--- config.mk ---
export PLATFORM = sky130hd
export DESIGN_NAME = return_address_stack_rc
export DESIGN_NICKNAME = d
export VERILOG_FILES = /design/src/rtl/riscv_pkg.sv /design/src/rtl/return_address_stack_rc.sv
export SDC_FILE = /design/constraint.sdc
export NUM_CORES = 1
export LEC_CHECK = 0
export ABC_AREA = 1
export BUFFER_PORTS_ARGS = -buffer_cell sky130_fd_sc_hd__buf_2
export CAP_MARGIN = 10
export CORE_UTILIZATION = 50
export CTS_CLUSTER_DIAMETER = 40
export DETAILED_ROUTE_END_ITERATION = 16
export PLACE_DENSITY = 0.68
export REMOVE_ABC_BUFFERS = 1
export SLEW_MARGIN = 20
export SYNTH_ARGS = -nofsm -noshare
export SYNTH_HDL_FRONTEND = slang
export SYNTH_SLANG_ARGS = --single-unit
--- constraint.sdc ---
create_clock -name i_clk -period 5.85 [get_ports i_clk]
set_clock_uncertainty 0.15 [all_clocks]
set_input_delay 1.17 -clock i_clk [delete_from_list [all_inputs] [get_ports i_clk]]
set_output_delay 1.17 -clock i_clk [all_outputs]
set_load 0.01 [all_outputs]
--- src/rtl/riscv_pkg.sv ---
// rtl/riscv_pkg.sv - core-wide constants shared by front-end blocks
package riscv_pkg;
  parameter int XLEN = 32;
endpackage

--- src/rtl/return_address_stack_rc.sv ---
// rtl/return_address_stack_rc.sv - return address stack with recursion counters and full-entry checkpoint repair
module return_address_stack_rc #(
  parameter int RAS_DEPTH     = 16,
  parameter int RAS_PTR_BITS  = $clog2(RAS_DEPTH),
  parameter int CNT_BITS      = 3,
  parameter int OVERFLOW_MODE = 0
) (
  input  logic                       i_clk,
  input  logic                       i_rst,
  input  logic                       i_stall,
  input  logic                       i_push,
  input  logic                       i_pop,
  input  logic [riscv_pkg::XLEN-1:0] i_link_address,
  input  logic                       i_restore,
  input  logic [RAS_PTR_BITS-1:0]    i_restore_tos,
  input  logic [RAS_PTR_BITS:0]      i_restore_valid_count,
  input  logic [riscv_pkg::XLEN-1:0] i_restore_top_addr,
  input  logic [CNT_BITS-1:0]        i_restore_top_cnt,
  output logic                       o_ras_valid,
  output logic [riscv_pkg::XLEN-1:0] o_ras_target,
  output logic [RAS_PTR_BITS-1:0]    o_ckpt_tos,
  output logic [RAS_PTR_BITS:0]      o_ckpt_valid_count,
  output logic [riscv_pkg::XLEN-1:0] o_ckpt_top_addr,
  output logic [CNT_BITS-1:0]        o_ckpt_top_cnt,
  output logic                       o_overflow,
  output logic                       o_underflow
);
  localparam int XLEN = riscv_pkg::XLEN;
  localparam logic [CNT_BITS-1:0]   CNT_MAX   = '1;
  localparam logic [RAS_PTR_BITS:0] DEPTH_CNT = (RAS_PTR_BITS+1)'(RAS_DEPTH);

  logic [XLEN-1:0]         r_stack [RAS_DEPTH];
  logic [CNT_BITS-1:0]     r_cnt   [RAS_DEPTH];
  logic [RAS_PTR_BITS-1:0] r_tos;
  logic [RAS_PTR_BITS:0]   r_valid_count;
  logic                    r_overflow;
  logic                    r_underflow;

  logic [XLEN-1:0]         w_top_addr;
  logic [CNT_BITS-1:0]     w_top_cnt;
  logic                    w_empty;
  logic                    w_full;
  logic [RAS_PTR_BITS-1:0] w_tos_inc;
  logic [RAS_PTR_BITS-1:0] w_tos_dec;
  logic                    w_op_push;
  logic                    w_op_pop;
  logic                    w_op_both;
  logic                    w_push_req;
  logic                    w_recur;
  logic                    w_co_keep;
  logic                    w_co_dec;
  logic                    w_norm_push;

  logic [RAS_PTR_BITS-1:0] w_nxt_tos;
  logic [RAS_PTR_BITS:0]   w_nxt_vc;
  logic                    w_stk_we;
  logic [RAS_PTR_BITS-1:0] w_stk_idx;
  logic [XLEN-1:0]         w_stk_data;
  logic                    w_cnt_we;
  logic [RAS_PTR_BITS-1:0] w_cnt_idx;
  logic [CNT_BITS-1:0]     w_cnt_data;
  logic                    w_clr_we;
  logic                    w_nxt_ovf;
  logic                    w_nxt_unf;

  assign w_top_addr = r_stack[r_tos];
  assign w_top_cnt  = r_cnt[r_tos];
  assign w_empty    = (r_valid_count == '0);
  assign w_full     = (r_valid_count == DEPTH_CNT);
  assign w_tos_inc  = r_tos + 1'b1;
  assign w_tos_dec  = r_tos - 1'b1;

  assign w_op_push  = i_push && !i_pop;
  assign w_op_pop   = i_pop && !i_push;
  assign w_op_both  = i_push && i_pop;

  // A coroutine on an empty stack degenerates to a plain push.
  assign w_push_req  = w_op_push || (w_op_both && w_empty);
  assign w_recur     = w_push_req && !w_empty && (i_link_address == w_top_addr) && (w_top_cnt != CNT_MAX);
  assign w_co_keep   = w_op_both && !w_empty && (w_top_cnt == '0);
  assign w_co_dec    = w_op_both && !w_empty && (w_top_cnt != '0);
  assign w_norm_push = (w_push_req && !w_recur) || w_co_dec;

  always_comb begin
    w_nxt_tos  = r_tos;
    w_nxt_vc   = r_valid_count;
    w_stk_we   = 1'b0;
    w_stk_idx  = r_tos;
    w_stk_data = i_link_address;
    w_cnt_we   = 1'b0;
    w_cnt_idx  = r_tos;
    w_cnt_data = w_top_cnt;
    w_clr_we   = 1'b0;
    w_nxt_ovf  = 1'b0;
    w_nxt_unf  = 1'b0;
    if (!i_rst) begin
      if (i_restore) begin
        w_nxt_tos  = i_restore_tos;
        w_nxt_vc   = i_restore_valid_count;
        w_stk_we   = 1'b1;
        w_stk_idx  = i_restore_tos;
        w_stk_data = i_restore_top_addr;
        w_cnt_we   = 1'b1;
        w_cnt_idx  = i_restore_tos;
        w_cnt_data = i_restore_top_cnt;
      end else if (!i_stall) begin
        if (w_recur) begin
          w_cnt_we   = 1'b1;
          w_cnt_data = w_top_cnt + 1'b1;
        end
        if (w_co_dec) begin
          w_cnt_we   = 1'b1;
          w_cnt_data = w_top_cnt - 1'b1;
        end
        if (w_co_keep) begin
          w_stk_we = 1'b1;
        end
        if (w_norm_push) begin
          w_nxt_ovf = w_full;
          if (!(w_full && OVERFLOW_MODE == 1)) begin
            w_stk_we  = 1'b1;
            w_stk_idx = w_tos_inc;
            w_clr_we  = 1'b1;
            w_nxt_tos = w_tos_inc;
            if (!w_full) w_nxt_vc = r_valid_count + 1'b1;
          end
        end
        if (w_op_pop) begin
          if (w_empty) begin
            w_nxt_unf = 1'b1;
          end else if (w_top_cnt != '0) begin
            w_cnt_we   = 1'b1;
            w_cnt_data = w_top_cnt - 1'b1;
          end else begin
            w_nxt_tos = w_tos_dec;
            w_nxt_vc  = r_valid_count - 1'b1;
          end
        end
      end
    end
  end

  always_ff @(posedge i_clk) begin
    if (i_rst) begin
      r_tos         <= '0;
      r_valid_count <= '0;
      r_overflow    <= 1'b0;
      r_underflow   <= 1'b0;
      for (int i = 0; i < RAS_DEPTH; i++) r_cnt[i] <= '0;
    end else begin
      r_tos         <= w_nxt_tos;
      r_valid_count <= w_nxt_vc;
      r_overflow    <= w_nxt_ovf;
      r_underflow   <= w_nxt_unf;
      if (w_cnt_we) r_cnt[w_cnt_idx] <= w_cnt_data;
      if (w_clr_we) r_cnt[w_tos_inc] <= '0;
    end
  end

  // Address storage carries no reset; occupancy alone marks entries live.
  always_ff @(posedge i_clk) begin
    if (w_stk_we) r_stack[w_stk_idx] <= w_stk_data;
  end

  assign o_ras_valid        = !w_empty;
  assign o_ras_target       = w_top_addr;
  assign o_ckpt_tos         = r_tos;
  assign o_ckpt_valid_count = r_valid_count;
  assign o_ckpt_top_addr    = w_top_addr;
  assign o_ckpt_top_cnt     = w_top_cnt;
  assign o_overflow         = r_overflow;
  assign o_underflow        = r_underflow;
endmodule

======== Yosys cells after proc, flatten, opt, wreduce, memory -nomap -nowiden ========
Memories as Yosys holds them, arrays and structs flattened. A register that Yosys moved wholly into a read port is not among the register bits.
Index checks and enable logic that the tools add are counted.
word-level totals
  register bits after elaboration ......... 11
  output and inout bits ................... 79
  RAM bits ................................ 560
  memories ................................ 2
memory list
  name     depth  width  read ports  clocked after memory_dff  wr ports  line                           RTL
  r_stack  16     32     1           1                         1         return_address_stack_rc.sv:32  logic [XLEN-1:0] r_stack [RAS_DEPTH];
  r_cnt    16     3      1           1                         16        return_address_stack_rc.sv:33  logic [CNT_BITS-1:0] r_cnt [RAS_DEPTH];
operators by class
  add/sub/neg operators ................... 6
  equal/unequal tests ..................... 4
  bitwise gates (word level) .............. 2
  multiplexer cells ....................... 66
  reduce and logical (&&, ||, !) cells .... 24
operator list
  operator               number
  $mux W4                17
  $mux W32               2
  $mux W5                7
  $eq A32 B32 Y1         1
  $mux W1                30
  $mux W3                10
  $logic_and A1 B1 Y1    11
  $reduce_or A4 Y1       2
  $reduce_or A3 Y1       2
  $add A5 B1 Y5 const B  1
  $eq A5 B5 Y1 const B   1
  $logic_not A5 Y1       1
  $sub A5 B1 Y5 const B  1
  $add A4 B1 Y4 const B  1
  $logic_not A1 Y1       4
  $sub A4 B1 Y4 const B  1
  $add A3 B1 Y3 const B  1
  $logic_not A3 Y1       1
  $ne A3 B3 Y1 const B   1
  $reduce_bool A3 Y1     1
  $sub A3 B1 Y3 const B  1
  $logic_or A1 B1 Y1     2
  $ne A2 B1 Y1 const B   1
  $not A1 Y1             2

======== Longest topological paths before layout ========
Gate-level depths: netlist of run 1.
  depth after elaboration ................. 19
  gate-level depth with buffers ........... 28
  mapped depth without buffers ............ 23

======== Worst setup path before layout of run 1 ========
No wires, ideal clock.
  path kind ............................... reg-to-reg
  start point ............................. reg with a tool-made name
  end point ............................... mem r_stack[0][0], enable pin
  path buffers ............................ 6
  required time ........................... 5.279 ns
  clock period less this slack ............ 5.163 ns
  cell stages (with the launch flop) ...... 28
  path slack .............................. 0.687 ns
  data arrival time ....................... 4.592 ns
  cells stage by stage .................... dfxtp_1 buf_6 inv_6 buf_12 buf_6 buf_6 clkbuf_1 nor2_1 o22ai_1 o211ai_1 nand2_1 ha_1 ha_1 nand3b_1 clkinv_1 nand2_1 nor2_1 nand3_1 nor2_1 nand3_2 nand2_4 nand2_4 buf_6 nand2_4 nand3_4 a21oi_4 nand2_1 nor2_1
RTL lines
  what              line
  end: declaration  return_address_stack_rc.sv:32

==> impl_metrics.json, run 1 <==
{
  "finalCriticalPeriod_ns": 5.05,
  "routedWlPerCell_um": 21.2,
  "reg2reg_depth": 21,
  "synth_top_area_share_pct": 57.6,
  "setup_viol": 0,
  "cell_internal_pwr_uw": 8220,
  "start_util_pct": 50.7,
  "numCtsBuffers": 88,
  "ys_top_cells_by_area": "edfxtp_1 (58%), nand2_1 (11%), nand3_1 (6.9%)",
  "drtIter0Drc": 2231,
  "rows": 84,
  "holdPathStages": 2,
  "utilization_pct": 58.8,
  "regToRegEndpoint": "r_stack[6][30]$_DFFE_PP_",
  "clockPowerShare_pct": 46.1,
  "run_status": "completed",
  "gp_congestion": 0.938,
  "die_h_um": 233,
  "synth.avg_cell_area_um2": 9.73,
  "ys_seq_area_share_pct": 62.4,
  "ys_seq_elements": 575,
  "cts_tree": "built",
  "wirelength_um": 77200,
  "grt_pass1_vias": 19900,
  "path_clk_slew_ns": 0.05,
  "area_growth_pct": 16.1,
  "netlist_area_um2": 26700,
  "antenna_cells": 0,
  "synth_edf_count": 512,
  "rrSetupSlack_ns": 0.80,
  "worst-path-max-fanout": 81,
  "tightest_slew_ns": 1.11,
  "cts.repair.resized": 0,
  "max_clock_freq_ghz": 0.198,
  "drc": 0,
  "cts_buffer_depth": 3,
  "seqPwrFrac_pct": 40.6,
  "max-slew-margin-rel_pct": 25.6,
  "synthTopCellsByCount": "nand2_1 (757), edfxtp_1 (512), nand3_1 (366)",
  "postSynth.asyncResetShare_pct": 0,
  "grt_pass1_wl_um": 116000,
  "overflow": 0,
  "fin_cells": 3648,
  "hp-class": "reg -> reg",
  "maxCapViolations": 0,
  "hold_viol_final": 0,
  "hold_ws_ns": 0.336,
  "die_width_um": 233,
  "synth_top_area_cell": "edfxtp_1",
  "num_vias": 20700,
  "end_kind": "flip-flop",
  "dp.cells": 3482,
  "switching_share_pct": 27.6,
  "p_leak_uw": 0.0125,
  "grt_use_total_pct": 28.5,
  "tns_ns": 0,
  "yosysUniqueCellTypes": 44,
  "p_comb_share_pct": 13.2,
  "rsz0062_at_grt": "false",
  "post_cts_buffers": 0,
  "worstPathRequired_ns": 6.02,
  "htreeDepth": 3,
  "grt_max_degree": 190,
  "ctsHoldBuffers": 0,
  "hold_path_end": "r_cnt[15][0]$_SDFFE_PP0P_",
  "p_sw_uw": 3140,
  "synth.most_common_cell": "nand2_1",
  "ys_warn_count": 0,
  "worst_setup_path_start_kind": "flip-flop",
  "io_pins": 161,
  "dp_hpwl_um": 46400,
  "irDropWorstVdd_mv": 0.259,
  "clk_latency_ns": 0.64,
  "crit_arrival_ns": 5.22,
  "vias_per_cell": 5.68,
  "placeableCoreArea_um2": 52700,
  "post-route-period-util_pct": 86.3,
  "clock_sinks": 575,
  "io_buffers": 160,
  "maxSlewViolCount": 0,
  "p_per_area_nw_per_um2": 367,
  "hp-start": "r_cnt[15][0]$_SDFFE_PP0P_",
  "drive_gt1_share_pct": 14.7,
  "synth_ff_type": "edfxtp_1",
  "antenna_found_initial": 0,
  "die_area_um2": 54300,
  "path_class": "reg -> reg",
  "syn_inst": 2742,
  "drt_first_pass_iters": 6,
  "power.total_uw": 11400,
  "drtAntennaViolNets": 0,
  "finalNetCount": 2979,
  "cts-root-buf": "clkbuf_16"
}
## sequential cells by signal (all words and copies together) (netlist names), named ones only
signal,cells
o_overflow,1
r_cnt,48
o_ckpt_tos,4
o_ckpt_valid_count,5
o_underflow,1
r_stack,512
## cells in the final DEF (no fill, tap or decap), drive strengths merged, types with 11 or more instances in the layout
| master | instances |
|---|---|
| edfxtp | 512 |
| clkbuf | 99 |
| nand4 | 12 |
| nor2 | 276 |
| o221ai | 11 |
| dfxtp | 63 |
| ha | 13 |
| a21oi | 73 |
| inv | 247 |
| buf | 220 |
| nand3 | 374 |
| o211ai | 40 |
| clkinv | 35 |
| o21ai | 169 |
| nand2 | 770 |
## area by class of cell
cell class                 instances  area, um2
multi-input combinational       1768       8150
timing repair buffer             220       1440
fill                            4356      21700
clock inverter                    67        686
tap                              688        861
sequential                       575      16600
inverter                         231        877
clock buffer                      99       2320
## how the worst max path moves through the flow
stage               from                  endpoint  slack (ns)  depth (start not counted)
5_1_grt        flip-flop  r_stack[7][29]$_DFFE_PP_        0.49                         23
4_1_cts        flip-flop  r_stack[6][15]$_DFFE_PP_        0.84                         21
2_1_floorplan  flip-flop   r_stack[0][0]$_DFFE_PP_       -6.24                         21
3_3_place_gp   flip-flop  r_stack[6][29]$_DFFE_PP_        0.90                         21
6_report       flip-flop  r_stack[6][30]$_DFFE_PP_        0.80                         21
3_5_place_dp   flip-flop  r_stack[6][11]$_DFFE_PP_        0.84                         21
## per-stage QoR
step	worst slack [ns]	cell area, um2
floorplan	-6.24	25500
global placement	0.895	27900
detailed placement	0.844	27900
CTS	0.840	30900
global route	0.493	31000
finish	0.804	31000
## worst max-delay path, stage by stage (launching register included)
cell     delay [ns]
dfxtp_4        0.36
inv_6          0.50
buf_4          0.51
nor2_1         0.09
o21ai_1        0.09
nand3_1        0.08
nand3_1        0.11
nand2_1        0.11
nand2_1        0.21
nand2_1        0.08
nor2_1         0.19
nand3_1        0.09
nor2_1         0.18
nand3_2        0.18
nand2_4        0.15
nand2_4        0.12
nand2_1        0.08
nand3_1        0.07
nand2_1        0.18
nand4_1        0.35
nor2_4         0.52
buf_12         0.27
## power by group through the flow
stage          Sequential (uW)  Clock, uW  Combinational [uW]
5_1_grt                   4620       5450                1640
2_1_floorplan             4750          0                 840
3_5_place_dp              4700          0                1470
3_3_place_gp              4690          0                1450
4_1_cts                   4610       5290                1480
6_report                  4610       5240                1500
## routing by layer
| layer | up-vias | global-route usage, % | routed length (um) |
|---|---|---|---|
| met1 | 9938 | 37.5 | 31200 |
| met5 | - | 0 | 0 |
| met2 | 1019 | 45.9 | 36200 |
| met4 | 0 | 13.1 | 3170 |
| met3 | 195 | 5.17 | 6590 |
| li1 | 9552 | - | - |
## cell families after synthesis
| group | share of synthesized area [%] |
|---|---|
| flops | 62.4 |
| compound gates | 6.37 |
| buf+inv | 7.69 |
| simple gates | 22.7 |
| fa+ha+maj | 0.610 |
| xor+xnor | 0.263 |
Power figures use the tool's default switching activity.
==> run 2: changes to the inputs <==
--- a/config.mk
+++ b/config.mk
@@ -11,6 +11,7 @@
 export CORE_UTILIZATION = 50
 export CTS_CLUSTER_DIAMETER = 40
 export DETAILED_ROUTE_END_ITERATION = 16
+export MAX_ROUTING_LAYER = met4
 export PLACE_DENSITY = 0.68
 export REMOVE_ABC_BUFFERS = 1
 export SLEW_MARGIN = 20
==> run 2 against run 1 <==
Effect of this change: core utilization decreased by 0.60 points; combinational power about the same; first-iteration DRC count increased by 1.1%; critical path type unchanged; highest routed layer unchanged.
==> impl_metrics.json, run 2 (synthesized netlist as in run 1, its figures left out) <==
{
  "run_status": "completed",
  "tightest_slew_ns": 1.18,
  "num_vias": 20600,
  "utilization_pct": 58.2,
  "io_buffers": 160,
  "largest-register": "r_stack",
  "cts.repair.resized": 0,
  "path_class": "reg -> reg",
  "finalNetCount": 2969,
  "cpMaxStageDelayCell": "nor2_4",
  "drc": 0,
  "drive_gt1_share_pct": 13.9,
  "placeableCoreArea_um2": 52700,
  "grt_pass1_wl_um": 115000,
  "critical_path_depth": 23,
  "clk_latency_ns": 0.63,
  "die_h_um": 233,
  "htreeDepth": 3,
  "cts_tree": "built",
  "drtAntennaViolNets": 0,
  "maxSlewViolCount": 0,
  "gp_congestion": 0.949,
  "power.total_uw": 10900,
  "worst-path-buf-inv": 4,
  "irDropWorstVdd_mv": 0.241,
  "path_clk_slew_ns": 0.06,
  "clock_sinks": 575,
  "grt_use_total_pct": 29.2,
  "worst_setup_path_start_kind": "flip-flop",
  "io_pins": 161,
  "area_growth_pct": 14.9,
  "start_util_pct": 50.7,
  "crit_top_cell": "nand2_1",
  "final_cell_mix": "nand2_1 (757), edfxtp_1 (512), nand3_1 (366)",
  "hold_viol_final": 0,
  "drtIter0Drc": 2256,
  "antenna_found_initial": 1,
  "holdPathStages": 2,
  "setup_viol": 0,
  "dp_hpwl_um": 46500,
  "cts-root-buf": "clkbuf_16",
  "fin_cells": 3630,
  "dp.cells": 3480,
  "setup_slack_ns": 0.809,
  "p_leak_uw": 0.0123,
  "max_clock_freq_ghz": 0.198,
  "layout_commonest_cell": "nand2_1",
  "crit_path_cell_trace": "buf_4 > buf_12 > nand2_1 > nand3_1 > nand3_1 > nand3_1 > nand2_1 > nand2_1 > nand2_1 > inv_1 > nand2_1 > nor2_1 > nand2_1 > nor2_1 > nand3_2 > nand2_4 > nand2_4 > nand2_1 > nand3_1 > nand2_1 > nand4_1 > nor2_4 > buf_12",
  "rows": 84,
  "die_area_um2": 54300,
  "rsz0062_at_grt": "false",
  "post-place-ws_ns": 0.798,
  "p_per_area_nw_per_um2": 356,
  "die_width_um": 233,
  "max_stage_delay_ns": 0.53,
  "overflow": 0,
  "max-slew-margin-rel_pct": 20.8,
  "reg2reg_depth": 23,
  "wirelength_um": 76700,
  "worstPathRequired_ns": 6.01,
  "cpLargestDelayFamily": "simple AND/OR/NAND/NOR gates",
  "fill_cells": 4356,
  "maxCapViolations": 0,
  "multi_input_area_um2": 8150,
  "seqCellArea_um2": 16600,
  "numCtsBuffers": 80,
  "grt_pass1_vias": 19600,
  "hp-class": "reg -> reg",
  "grt_max_degree": 190,
  "ctsHoldBuffers": 0,
  "vias_per_cell": 5.68,
  "post_cts_buffers": 0,
  "routedWlPerCell_um": 21.1,
  "finalCriticalPeriod_ns": 5.04,
  "post-route-period-util_pct": 86.2,
  "drt_first_pass_iters": 6,
  "end_kind": "flip-flop",
  "largest_reg_flops": 512,
  "crit_arrival_ns": 5.20,
  "cts_buffer_depth": 3,
  "worst-path-max-fanout": 88
}
-- run 2: cell types whose count changed in the layout (fill, tap and decap cells not counted), moves of 2 or more --
cell / delta
clkbuf_1: +6
buf_12: +2
buf_4: -4
clkbuf_8: -3
clkbuf_16: -8
clkinvlp_4: -3
clkinv_2: -5
inv_6: -3
clkinv_8: +3
o21ai_2: +2
o21ai_1: -2
-- run 2: where the power goes --
group	internal, uW	switching, uW
sequential	4580	37.3
clock	2890	1900
combinational	417	1080
total	7880	3020
-- run 2: tightest hold or removal path, delay by kind of cell, from the launching register on --
| kind | cells | cell delay (ns) |
|---|---|---|
| compound gates | 1 | 0.06 |
| flops | 1 | 0.30 |
| simple gates | 1 | 0.07 |
-- run 2: final timing paths --
path                                  start                        end  slack, ns
hold / removal    r_cnt[13][2]$_SDFFE_PP0P_  r_cnt[13][2]$_SDFFE_PP0P_       0.33
setup / recovery                  flip-flop   r_stack[6][27]$_DFFE_PP_       0.81
setup reg to reg                  flip-flop   r_stack[6][27]$_DFFE_PP_       0.81
hold reg to reg   r_cnt[13][2]$_SDFFE_PP0P_  r_cnt[13][2]$_SDFFE_PP0P_       0.33
-- run 2: cell type report --
cell class | instances | share of cell area [%]
diodes | 1 | 0.00816
clock buffers | 94 | 6.84
clock inverters | 55 | 1.86
inverters | 231 | 2.86
multi-input cells | 1768 | 26.6
flip-flops and latches | 575 | 54.3
well taps | 688 | 2.81
repair buffers | 218 | 4.73
-- run 2: through the flow --
| stage | setup TNS (ns) | hold WS, ns | area (um2) |
|---|---|---|---|
| 2_1_floorplan | -3729.91 | 0.305 | 25500 |
| 3_3_place_gp | 0 | 0.322 | 27900 |
| 3_5_place_dp | 0 | 0.324 | 27900 |
| 4_1_cts | 0 | 0.332 | 30600 |
| 5_1_grt | 0 | 0.345 | 30700 |
| 6_report | 0 | 0.333 | 30700 |
-- run 2: per-layer routing --
layer  share of wire, %  track usage [%]  vias up
met4                3.7             11.7        0
li1                   -                -     9536
met3                8.2             4.49      182
met5                  0                -        -
met1                 41             38.8     9888
met2                 47             45.1     1020
